<file path="src/rtl/snn_pkg.sv">
// Shared packet layout, constants and FSM state type for the spike map collector.
// Drain packets are built here so every producer agrees on the field layout.
package snn_pkg;

    localparam int PKT_W    = 64;
    localparam int ROW_BITS = 21;

    localparam int DEST_HI = 63;
    localparam int DEST_LO = 60;
    localparam int SRC_HI  = 59;
    localparam int SRC_LO  = 56;
    localparam int TYPE_HI = 55;
    localparam int TYPE_LO = 54;
    localparam int TS_HI   = 35;
    localparam int TS_LO   = 32;
    localparam int ROW_HI  = 31;
    localparam int ROW_LO  = 27;
    localparam int X_HI    = 9;
    localparam int X_LO    = 5;
    localparam int Y_HI    = 4;
    localparam int Y_LO    = 0;

    localparam logic [1:0] OUT_SPIKE_TYPE = 2'b11;
    localparam logic [9:0] DONE_ADDR      = 10'h3FF;
    localparam logic [4:0] END_ROW        = 5'h1F;

    typedef enum logic [1:0] {
        ST_COLLECT,
        ST_DRAIN,
        ST_END,
        ST_CLEAR
    } collector_state_t;

    function automatic logic [PKT_W-1:0] make_drain_pkt(
        input logic [3:0]          dest,
        input logic [3:0]          src,
        input logic [3:0]          ts,
        input logic [4:0]          row,
        input logic [ROW_BITS-1:0] bits
    );
        logic [PKT_W-1:0] p;
        p                   = '0;
        p[DEST_HI:DEST_LO]  = dest;
        p[SRC_HI:SRC_LO]    = src;
        p[TYPE_HI:TYPE_LO]  = OUT_SPIKE_TYPE;
        p[TS_HI:TS_LO]      = ts;
        p[ROW_HI:ROW_LO]    = row;
        p[ROW_BITS-1:0]     = bits;
        return p;
    endfunction

endpackage

</file>
<file path="src/rtl/spike_packet_decode.sv">
// Combinational classification of an incoming adder packet into spike / done / malformed.
module spike_packet_decode
    import snn_pkg::*;
#(
    parameter logic [3:0] MY_ADDR = 4'b1010,
    parameter int         MAP_X   = 21,
    parameter int         MAP_Y   = 21
) (
    input  logic [PKT_W-1:0] pkt,
    output logic             is_spike,
    output logic             is_done,
    output logic             is_bad,
    output logic [4:0]       x,
    output logic [4:0]       y
);

    logic hdr_ok;
    logic coord_ok;
    logic unused_bits;

    // Source and padding fields carry no meaning for classification.
    assign unused_bits = ^{pkt[SRC_HI:SRC_LO], pkt[TYPE_LO-1:X_HI+1]};

    always_comb begin
        x        = pkt[X_HI:X_LO];
        y        = pkt[Y_HI:Y_LO];
        hdr_ok   = (pkt[DEST_HI:DEST_LO] == MY_ADDR) && (pkt[TYPE_HI:TYPE_LO] == OUT_SPIKE_TYPE);
        is_done  = hdr_ok && (pkt[X_HI:Y_LO] == DONE_ADDR);
        coord_ok = (int'(x) < MAP_X) && (int'(y) < MAP_Y);
        is_spike = hdr_ok && !is_done && coord_ok;
        is_bad   = !is_done && !is_spike;
    end

endmodule

</file>
<file path="src/rtl/spike_map_collector.sv">
// Collects one spike map per timestep from the adders and drains it row by row to memory.
// Optional build macro SPIKE_SKIP_EMPTY_ROWS_EN: drain skips all-zero rows (END always sent).
module spike_map_collector
    import snn_pkg::*;
#(
    parameter logic [3:0] MY_ADDR       = 4'b1010,
    parameter logic [3:0] MEM_ADDR      = 4'b0000,
    parameter int         NUM_ADDERS    = 7,
    parameter int         MAP_X         = 21,
    parameter int         MAP_Y         = 21,
    parameter int         NUM_TIMESTEPS = 10,
    parameter int         WIDTH         = 64
) (
    input  logic             clk,
    input  logic             rst_n,
    input  logic             in_valid,
    output logic             in_ready,
    input  logic [WIDTH-1:0] in_data,
    output logic             out_valid,
    input  logic             out_ready,
    output logic [WIDTH-1:0] out_data,
    output logic [3:0]       timestep,
    output logic             err
);

    localparam int DCW = $clog2(NUM_ADDERS + 1);
`ifdef SPIKE_SKIP_EMPTY_ROWS_EN
    localparam bit SKIP_EMPTY = 1'b1;
`else
    localparam bit SKIP_EMPTY = 1'b0;
`endif

    collector_state_t state_q, state_d;
    logic [MAP_Y-1:0] map_q [MAP_X];
    logic [MAP_Y-1:0] map_d [MAP_X];
    logic [4:0]       row_q, row_d, row_next;
    logic [DCW-1:0]   done_cnt_q, done_cnt_d;
    logic [3:0]       ts_q, ts_d;
    logic             err_q, err_d;
    logic             in_ready_q, in_ready_d;
    logic             out_valid_q, out_valid_d;
    logic [WIDTH-1:0] out_data_q, out_data_d;

    logic             accept;
    logic             is_spike, is_done, is_bad;
    logic [4:0]       sx, sy;

    spike_packet_decode #(
        .MY_ADDR (MY_ADDR),
        .MAP_X   (MAP_X),
        .MAP_Y   (MAP_Y)
    ) u_decode (
        .pkt      (in_data),
        .is_spike (is_spike),
        .is_done  (is_done),
        .is_bad   (is_bad),
        .x        (sx),
        .y        (sy)
    );

    assign accept   = in_valid && in_ready_q;
    assign row_next = row_q + 5'd1;

    always_comb begin
        state_d     = state_q;
        map_d       = map_q;
        row_d       = row_q;
        done_cnt_d  = done_cnt_q;
        ts_d        = ts_q;
        err_d       = err_q;
        out_valid_d = out_valid_q;
        out_data_d  = out_data_q;

        unique case (state_q)
            ST_COLLECT: begin
                if (accept) begin
                    if (is_bad) begin
                        err_d = 1'b1;
                    end else if (is_spike) begin
                        map_d[sx][sy] = 1'b1;
                    end else if (is_done) begin
                        if (done_cnt_q == DCW'(NUM_ADDERS - 1)) begin
                            done_cnt_d  = '0;
                            row_d       = '0;
                            state_d     = ST_DRAIN;
                            out_valid_d = !SKIP_EMPTY || (|map_q[0]);
                            out_data_d  = make_drain_pkt(MEM_ADDR, MY_ADDR, ts_q, 5'd0, map_q[0]);
                        end else begin
                            done_cnt_d = done_cnt_q + 1'b1;
                        end
                    end
                end
            end
            ST_DRAIN: begin
                // An invisible (skipped) row advances without waiting for a handshake.
                if (!out_valid_q || out_ready) begin
                    if (row_q == 5'(MAP_X - 1)) begin
                        state_d     = ST_END;
                        out_valid_d = 1'b1;
                        out_data_d  = make_drain_pkt(MEM_ADDR, MY_ADDR, ts_q, END_ROW, '0);
                    end else begin
                        row_d       = row_next;
                        out_valid_d = !SKIP_EMPTY || (|map_q[row_next]);
                        out_data_d  = make_drain_pkt(MEM_ADDR, MY_ADDR, ts_q, row_next, map_q[row_next]);
                    end
                end
            end
            ST_END: begin
                if (out_ready) begin
                    state_d     = ST_CLEAR;
                    out_valid_d = 1'b0;
                    out_data_d  = '0;
                end
            end
            ST_CLEAR: begin
                for (int i = 0; i < MAP_X; i++) begin
                    map_d[i] = '0;
                end
                ts_d    = (ts_q == 4'(NUM_TIMESTEPS - 1)) ? 4'd0 : ts_q + 4'd1;
                row_d   = '0;
                state_d = ST_COLLECT;
            end
            default: state_d = ST_COLLECT;
        endcase

        in_ready_d = (state_d == ST_COLLECT);
    end

    always_ff @(posedge clk or negedge rst_n) begin
        if (!rst_n) begin
            state_q     <= ST_COLLECT;
            row_q       <= '0;
            done_cnt_q  <= '0;
            ts_q        <= '0;
            err_q       <= 1'b0;
            in_ready_q  <= 1'b0;
            out_valid_q <= 1'b0;
            out_data_q  <= '0;
            for (int i = 0; i < MAP_X; i++) begin
                map_q[i] <= '0;
            end
        end else begin
            state_q     <= state_d;
            row_q       <= row_d;
            done_cnt_q  <= done_cnt_d;
            ts_q        <= ts_d;
            err_q       <= err_d;
            in_ready_q  <= in_ready_d;
            out_valid_q <= out_valid_d;
            out_data_q  <= out_data_d;
            for (int i = 0; i < MAP_X; i++) begin
                map_q[i] <= map_d[i];
            end
        end
    end

    assign in_ready  = in_ready_q;
    assign out_valid = out_valid_q;
    assign out_data  = out_data_q;
    assign timestep  = ts_q;
    assign err       = err_q;

endmodule

</file>
<file path="config.mk">
export PLATFORM = sky130hd
export DESIGN_NAME = spike_map_collector
export DESIGN_NICKNAME = d
export VERILOG_FILES = /design/src/rtl/snn_pkg.sv /design/src/rtl/spike_packet_decode.sv /design/src/rtl/spike_map_collector.sv
export SDC_FILE = /design/constraint.sdc
export NUM_CORES = 1
export LEC_CHECK = 0
export BUFFER_PORTS_ARGS = -buffer_cell sky130_fd_sc_hd__buf_2
export CORE_MARGIN = 2
export CORE_UTILIZATION = 43
export DETAILED_ROUTE_END_ITERATION = 6
export SLEW_MARGIN = 20
export SYNTH_ARGS = -nofsm -noshare
export SYNTH_HDL_FRONTEND = slang
export SYNTH_SLANG_ARGS = --single-unit
</file>
<file path="constraint.sdc">
create_clock -name clk -period 3.4 [get_ports clk]
set_input_delay 0.34 -clock clk [delete_from_list [all_inputs] [get_ports clk]]
set_output_delay 0.34 -clock clk [all_outputs]
set_load 0.05 [all_outputs]
</file>
==> results of run 1 <==
==> kinds of logic after synthesis <==
kind of cell,after synthesis
compound gates,636
xor+xnor,5
fa+ha+maj,8
buf+inv,240
flops,488
mux,149
other cells,1
simple gates,779
==> Yosys cell counts (21+ instances only) <==
master	number
dfrtp_1	488
buf_2	77
nand2_1	81
o21ai_0	36
nor2b_1	52
mux2_2	44
a2111oi_0	21
o21ai_1	21
mux2i_1	42
o32ai_1	22
o22ai_1	23
a41oi_1	21
mux4_2	63
a211oi_1	23
buf_4	68
clkbuf_1	62
nor2_1	585
a21oi_1	425
inv_1	32
==> critical path, cell delays in order (launching register included) <==
cell       delay (ns)
dfrtp_4          0.54
ha_1             0.39
xnor2_4          0.22
nor2_2           0.84
buf_4            0.32
a2111oi_0        0.11
o32ai_1          0.43
buf_4            0.19
o21ai_1          0.05
==> metal layers <==
layer	routed length (um)	GRT usage [%]	share of wire, %	up-vias
met3	4010	3.94	6.3	122
met2	29400	36.8	46	604
li1	-	-	-	7993
met1	28400	33.2	44	8830
met4	2020	8.47	3.2	2
met5	10	0	0.016	-
==> registers in the layout (all words and copies together) (netlist names) <==
signal and flops:
map_q 441, done_cnt_q 3, row_q 5, state_q 2, timestep 4, out_data 31
in_ready 1, err 1
==> through the flow <==
step	hold slack, ns	utilization (%)	instances	setup WS, ns
4_1_cts	0.0298	48.6	3044	0.272
3_3_place_gp	0.390	45.4	2949	0.307
5_1_grt	0.0505	48.6	3046	0.0558
2_1_floorplan	0.0444	-	2335	0.886
3_5_place_dp	0.392	45.4	2949	0.255
6_report	0.0515	48.7	3047	0.188
==> worst min-delay path by stage <==
stage / startpoint / end / slack (ns) / depth (start not counted)
5_1_grt: in_valid / err / 0.05 / 3
2_1_floorplan: rst_n / done_cnt_q[0] / 0.04 / 0
4_1_cts: in_valid / err / 0.03 / 3
6_report: in_valid / err / 0.05 / 3
3_3_place_gp: rst_n / out_data[35] / 0.39 / 1
3_5_place_dp: rst_n / out_data[35] / 0.39 / 1
==> final cells by class <==
type                            count  area [um^2]
Antenna cell                        3         7.51
Clock buffer                       84         1570
Clock inverter                     10          119
Fill cell                        4834        27000
Inverter                           32          120
Multi-Input combinational cell   1607         9530
Sequential cell                   488        12200
Tap cell                          688          861
Timing Repair Buffer              135         1140
==> report_power, final <==
group          internal (uW)  leakage (uW)  total, uW  switching (uW)
Sequential              5900       0.00679       6000            98.5
Combinational            825       0.00454       2590            1770
Clock                   3300      0.000832       5620            2320
Total                  10000        0.0122      14200            4180
==> layout by cell type (no fill, tap or decap), types with 32 or more instances in the layout <==
cell,count
a21oi_1,425
buf_2,59
buf_4,53
clkbuf_16,52
dfrtp_1,487
inv_1,32
mux2_2,44
mux2i_1,42
mux4_2,63
nand2_1,81
nor2_1,584
nor2b_1,52
o21ai_0,36
==> timing repair <==
| action | 4_1_cts | 5_1_grt |
|---|---|---|
| setup endpoints to repair | 0 | 0 |
| hold buffers | 1 | 0 |
| hold endpoints to repair | 67 | 0 |
==> run summary, run 1 <==
synth warn: 0
total CTS buffers: 51
post-layout min period: 3.21 ns
Slew Viols, Final: 0
drt first pass iters: 5
drt via density: 5.76
core area: 52600 um^2
final instance area: 25600 um^2
TritonCTS clock tree: done
aggregate global routing overflow: 0
Yosys top cell area share: 53.5%
Leak: 0.0122 uW
CTS resizes: 0
antenna-violating nets left: 0
worst relative slew slack: 28.0%
Post-CTS Setup Bufs: 0
mux contribution to synthesized area: 10.2%
CTS Buffer Depth: 3
cell accounting for the most synthesized area: dfrtp_1
H-Tree Depth: 2
simple-gate share of the synthesized area: 14.3%
Power Density: 556 nW/um^2
synthesized flop and latch total: 488
Worst VDD drop: 0.404 mV
Die Height: 234 um
die area: 54900 um^2
R2R Setup Slk: 0.19 ns
crit start category: flip-flop
Die Wd: 234 um
Final Hold Vio Count: 0
Worst EP arrival: 3.68 ns
register area share after synthesis: 53.5%
unrepaired setup endpoints after global routing: no
f_max: 311 MHz
Max-Cap Viols: 0
wire per inst: 20.9 um
Syn Inst Count: 2306
initial antenna violation count: 6
Worst-Skew Late Latency: 0.61 ns
row count: 84
clock-pin slew on the worst setup and hold paths: 0.06 ns
Setup Skew: 0.0175 ns
vias in the first global route: 17100
# port buffers: 60
worst slew pin tran: 1.08 ns
GPL Wtd Cong: 0.841
CP Launch Point: row_q[0]
reg2reg path depth: 8
Crit. End Element: flip-flop
layout cells sized above 1: 14.3%
Tcrit/Tclk final: 94.5%
largest fanout on the critical path: 22
Netlist cell types: 56
Synth Area in Adders: 0.439%
Final nets: 2391
Initial Util: 43.4%
CP Data Required Time: 3.87 ns
I/O pin count: 139
Setup CP Type: reg -> reg
GR Util All Layers: 23.5%
CP Capture Point: out_data[20]
status: finished clean
WL final: 63800 um
Final setup viols: 0
initial drt markers: 1824
DRC viols: 0
Final Total Pwr: 14200 uW
worst flop-to-flop path endpoint: out_data[20]
Syn Area/Cell: 9.90 um^2
dpl cell area: 23900 um^2
TritonCTS Sinks: 488
Root Driver: clkbuf_16
Layout area overhead: 12.0%
largest family of logic cells by synthesized area: compound AO/OA/AOI/OAI gates
Setup TNS Final: 0 ns
synthesized cell area: 22800 um^2
Vias: 17600
top area cells in the synthesized netlist: dfrtp_1 (53%), nor2_1 (9.6%), a21oi_1 (9.3%)
largest net degree at the start of global routing: 156
Post-synth EDFFs: 0
post-detail-place hpwl: 41700 um
hold crit path type: in -> reg
first-pass GRT wire length: 100000 um
Worst R2R Start: row_q[0]
ys flop type: dfrtp_1
post-synthesis async set-or-reset flop share: 100%
compound-cell area share of the yosys netlist: 15.9%
Post-Synth XOR/XNOR Area: 0.225%
(Power assumes the default switching activity.)
==> run 2: changes to the inputs <==
--- a/config.mk
+++ b/config.mk
@@ -5,9 +5,10 @@
 export SDC_FILE = /design/constraint.sdc
 export NUM_CORES = 1
 export LEC_CHECK = 0
+export ABC_AREA = 1
 export BUFFER_PORTS_ARGS = -buffer_cell sky130_fd_sc_hd__buf_2
 export CORE_MARGIN = 2
-export CORE_UTILIZATION = 43
+export CORE_UTILIZATION = 45
 export DETAILED_ROUTE_END_ITERATION = 6
 export SLEW_MARGIN = 20
 export SYNTH_ARGS = -nofsm -noshare
==> run summary, run 2 <==
largest net degree at the start of global routing: 191
most common cell after layout, fill and taps aside: nand2_1
largest fanout on the critical path: 30
Yosys top cell area share: 43.2%
Setup Skew: 0.0125 ns
synthesized cell area: 28300 um^2
dpl ws: 0.659 ns
Non-Filler Instances: 4951
unrepaired setup endpoints after global routing: no
Netlist cell types: 32
Crit. End Element: flip-flop
I/O pin count: 139
Commonest cells post-synth: nand2_1 (1413), o21ai_0 (593), dfrtp_1 (488), inv_1 (409), o21ai_1 (374)
Worst VDD drop: 0.322 mV
Inst Count DP: 4851
antenna-violating nets left: 0
CP cell instances: inv_6 -> ha_4 -> clkinv_2 -> buf_4 -> nand3_1 -> nand3_1 -> nand3_1 -> nand2_1 -> nand2_1 -> nand2_1 -> nand2_1 -> a21oi_1
row count: 91
Final setup viols: 0
Post-synth EDFFs: 0
Crit-path slowest cell: dfrtp_4
Worst R2R Start: row_q[0]
crit start category: flip-flop
most frequent cells in the layout: nand2_1 (1413), o21ai_0 (593), dfrtp_1 (487), inv_1 (407), o21ai_1 (374)
f_max: 366 MHz
Root Driver: clkbuf_16
aggregate global routing overflow: 0
first-pass GRT wire length: 137000 um
vias in the first global route: 24200
register area share after synthesis: 43.2%
status: finished clean
Final nets: 4148
H-Tree Depth: 2
Syn Area/Cell: 6.71 um^2
# port buffers: 60
Setup CP Type: reg -> reg
total CTS buffers: 55
Worst-Skew Late Latency: 0.61 ns
worst setup margin: 0.668 ns
layout cells sized above 1: 5.81%
CP Launch Point: row_q[0]
WL final: 85600 um
Die Wd: 255 um
Top reg by flops: map_q
hold_sp: in_valid
wire per inst: 17.3 um
top area cells in the synthesized netlist: dfrtp_1 (43%), nand2_1 (19%), o21ai_0 (10%)
post-detail-place hpwl: 49700 um
dominant cell by count in the synthesized netlist: nand2_1
worst slew pin tran: 1.28 ns
synth warn: 0
synthesized flop and latch total: 488
CP Data Required Time: 3.90 ns
Syn Inst Count: 4215
post-layout min period: 2.73 ns
TritonCTS Sinks: 488
Min Hold Slack: 0.0956 ns
Die Height: 255 um
Largest register FFs: 441
drt via density: 5.26
Initial Util: 45.6%
TritonCTS clock tree: done
drt first pass iters: 7
CP max stage delay: 0.50 ns
initial drt markers: 2410
post-synthesis async set-or-reset flop share: 100%
Final Hold Vio Count: 0
CP dominant cell by count: nand2_1
Max-Cap Viols: 0
cell accounting for the most synthesized area: dfrtp_1
Leak: 0.0132 uW
Power Density: 393 nW/um^2
worst relative slew slack: 14.8%
Setup TNS Final: 0 ns
Tcrit/Tclk final: 80.3%
ys flop type: dfrtp_1
Layout area overhead: 9.38%
Slew Viols, Final: 0
Vias: 26000
core area: 61900 um^2
die area: 64800 um^2
clock-pin slew on the worst setup and hold paths: 0.06 ns
GR Util All Layers: 26.8%
initial antenna violation count: 4
GPL Wtd Cong: 0.802
hold crit path type: in -> reg
CTS Buffer Depth: 3
Worst EP arrival: 3.23 ns
DRC viols: 0
==> run 2: cell count changes after synthesis, moves of 63 or more <==
cell	before	now
mux4_2	63	0
nand2_1	81	1413
o21ai_1	21	374
o21ai_0	36	593
clkbuf_1	62	224
a21oi_1	425	45
nand3_1	7	300
nor2_1	585	177
inv_1	32	409
==> run 2: cell type report <==
type,count,area (um^2)
Clock inverter,15,125
Antenna cell,2,5.00
Inverter,412,1560
Fill cell,6369,31000
Timing Repair Buffer,138,1210
Sequential cell,488,12200
Multi-Input combinational cell,2977,13100
Clock buffer,82,1670
Tap cell,837,1050
==> run 2: path summary, 6_finish.rpt <==
path / endpoint / slack [ns] / cells after the start
setup / recovery: out_data[6] / 0.67 / 12
min in group asynchronous: map_q[197] / 0.28 / 2
setup reg to reg: out_data[6] / 0.67 / 12
hold reg to reg: out_data[28] / 0.48 / 2
hold / removal: err / 0.1 / 3
max in group asynchronous: out_data[6] / 2.19 / 3
==> run 2: routing by layer <==
layer	vias to the layer above	part of all wire, %	global-route usage (%)	wire length (um)
met2	670	46	42.9	39100
met4	2	3.1	8.72	2630
met5	-	0.013	0	11
met1	12200	46	37.7	39100
li1	13000	-	-	-
met3	142	5.6	3.26	4770
==> run 2: report_power, final <==
group | internal, uW | leakage, uW | total [uW] | switching (uW)
sequential | 5810 | 0.00679 | 5810 | 0.119
clock | 3510 | 0.000901 | 6010 | 2490
combinational | 41.4 | 0.00553 | 345 | 304
==> run 2: per-stage QoR <==
| stage | instance area, um^2 | power, uW | utilization [%] |
|---|---|---|---|
| finish | 30900 | 12200 | 49.9 |
| global route | 30900 | 12600 | 49.9 |
| CTS | 30900 | 12300 | 49.9 |
| detailed placement | 29100 | 6260 | 47.0 |
| global placement | 29100 | 6260 | 47.0 |
| floorplan | 28400 | 6080 | - |
==> run 2: cells by family after synthesis <==
kind of cell	after synthesis	synth area share (%)
compound gates	1023	18.2
xor+xnor	7	0.217
fa+ha+maj	8	0.354
buf+inv	779	11.2
flops	488	43.2
other cells	1	0.0133
simple gates	1909	26.8
==> run 2: timing repair <==
item                                   in CTS  in global routing
endpoints found under the hold margin      52                  0
hold buffers                                1                  0
setup buffers                               0                  0
gates resized for setup                     0                  0
==> run 2: worst max-delay path: cells and delay by family (launching register included) <==
kind / cells / cell delay (ns)
flops: 1 / 0.50
compound gates: 1 / 0.05
fa+ha+maj: 1 / 0.29
buf+inv: 3 / 0.98
simple gates: 7 / 0.74
==> run 3: changes to the inputs <==
==> constraint.sdc (replaced) <==
create_clock -name clk -period 2.5 [get_ports clk]
set_input_delay 0.25 -clock clk [delete_from_list [all_inputs] [get_ports clk]]
set_output_delay 0.25 -clock clk [all_outputs]
set_load 0.05 [all_outputs]
==> run summary, run 3 (same netlist as run 2, synthesis figures left out) <==
buffer and inverter count on the worst path: 3
CP max stage delay: 0.53 ns
Setup Skew: 0.0178 ns
drt via density: 5.24
Setup CP Type: reg -> reg
Worst EP arrival: 2.91 ns
Setup TNS Final: 0 ns
Crit. End Element: flip-flop
post-detail-place hpwl: 53700 um
clock-pin slew on the worst setup and hold paths: 0.06 ns
wire per inst: 17.2 um
unrepaired setup endpoints after global routing: no
total CTS buffers: 56
Ant. Diodes: 0
Vias: 26400
Final nets: 4238
f_max: 423 MHz
Final Hold Vio Count: 0
Max-Cap Viols: 0
final instance area: 32000 um^2
dpl cell area: 30100 um^2
Root Driver: clkbuf_16
CP dominant cell by count: nand2_1
family with the most delay on the worst path: buffers and inverters
first-pass GRT wire length: 139000 um
worst setup margin: 0.134 ns
status: finished clean
# port buffers: 60
worst slew pin tran: 1.01 ns
most frequent cells in the layout: nand2_1 (1413), o21ai_0 (593), dfrtp_1 (487), inv_1 (407), o21ai_1 (374)
worst relative slew slack: 32.7%
fillers: 6099
Power Density: 533 nW/um^2
initial antenna violation count: 4
Top reg by flops: map_q
Leak: 0.0138 uW
Post-CTS Setup Bufs: 0
register area: 12200 um^2
I/O pin count: 139
Final setup viols: 0
drt first pass iters: 5
Largest register FFs: 441
Tcrit/Tclk final: 94.6%
layout cells sized above 1: 7.89%
TritonCTS Sinks: 488
Slew Viols, Final: 0
CTS Buffer Depth: 3
WL final: 86800 um
antenna-violating nets left: 0
crit start category: flip-flop
row count: 91
aggregate global routing overflow: 0
most common cell after layout, fill and taps aside: nand2_1
CP cell instances: inv_6 -> ha_4 -> buf_12 -> buf_4 -> o21ai_0 -> o21ai_0 -> nand2_1 -> nand2_1 -> nand2_1 -> nand2_1 -> nand2_1 -> a21oi_1
Worst-Skew Late Latency: 0.63 ns
GPL Wtd Cong: 0.837
CP Data Required Time: 3.05 ns
area occupied by multi-input gates: 13100 um^2
largest net degree at the start of global routing: 155
DRC viols: 0
Initial Util: 45.6%
Die Wd: 255 um
core area: 61900 um^2
hold crit path type: in -> reg
H-Tree Depth: 2
post-layout min period: 2.37 ns
CTS resizes: 0
Layout area overhead: 13.3%
TritonCTS clock tree: done
initial drt markers: 2210
dpl ws: 0.133 ns
Crit-path slowest cell: dfrtp_4
cts-stage hold buffer count: 2
GR Util All Layers: 27.1%
Worst VDD drop: 0.535 mV
die area: 64800 um^2
largest fanout on the critical path: 57
vias in the first global route: 24700
Die Height: 255 um
==> run 3: cell count changes in the layout (fill, tap and decap cells not counted), sizes merged, moves of 2 or more <==
cell / change
clkbuf: +4
bufinv: +3
clkinv: -4
inv: +2
diode: -2
buf: +88
==> run 3: final timing paths <==
path	start	end	slack (ns)	depth (start not counted)
max	row_q[0]	out_data[12]	0.13	12
min	out_ready	state_q[0]	0.13	5
max reg2reg	row_q[0]	out_data[12]	0.13	12
min reg2reg	map_q[110]	map_q[110]	0.48	2
max in group asynchronous	rst_n	map_q[339]	1.51	4
min in group asynchronous	rst_n	map_q[221]	0.17	2
==> run 3: where the power goes <==
group          internal, uW  total (uW)  switching [uW]
Sequential             7900        7900           0.158
Clock                  5210        8680            3480
Combinational          82.8         507             424
==> run 3: layer usage <==
metal / vias up / GRT usage [%] / share of wire [%]
li1: 13200 / - / -
met1: 12400 / 38.6 / 47
met2: 627 / 43.0 / 45
met3: 137 / 3.24 / 5.0
met4: 2 / 8.71 / 2.8
met5: - / 0 / 0.0081
==> run 3: worst min-delay path, delay by kind of cell <==
family                 cells  cell delay (ns)
AND/OR/NAND/NOR            2             0.14
buffers and inverters      1             0.11
AO/OA/AOI/OAI              2             0.21
==> run 3: layout make-up <==
| cell class | count | area share [%] |
|---|---|---|
| multi-input combinational | 2977 | 40.8 |
| sequential | 488 | 38.1 |
| timing repair buffer | 227 | 6.89 |
| clock buffer | 86 | 5.35 |
| inverter | 412 | 4.87 |
| tap | 837 | 3.27 |
| clock inverter | 17 | 0.687 |
==> run 3: through the flow <==
stage / hold WS (ns) / total power [uW] / utilization (%) / instances
final: 0.133 / 17100 / 51.7 / 5044
after floorplan: -0.0456 / 8270 / - / 4244
after global routing: 0.199 / 17600 / 51.7 / 5044
after detailed placement: 0.219 / 8550 / 48.6 / 4939
after CTS: 0.0885 / 17300 / 51.7 / 5044
after global placement: 0.226 / 8550 / 48.6 / 4939
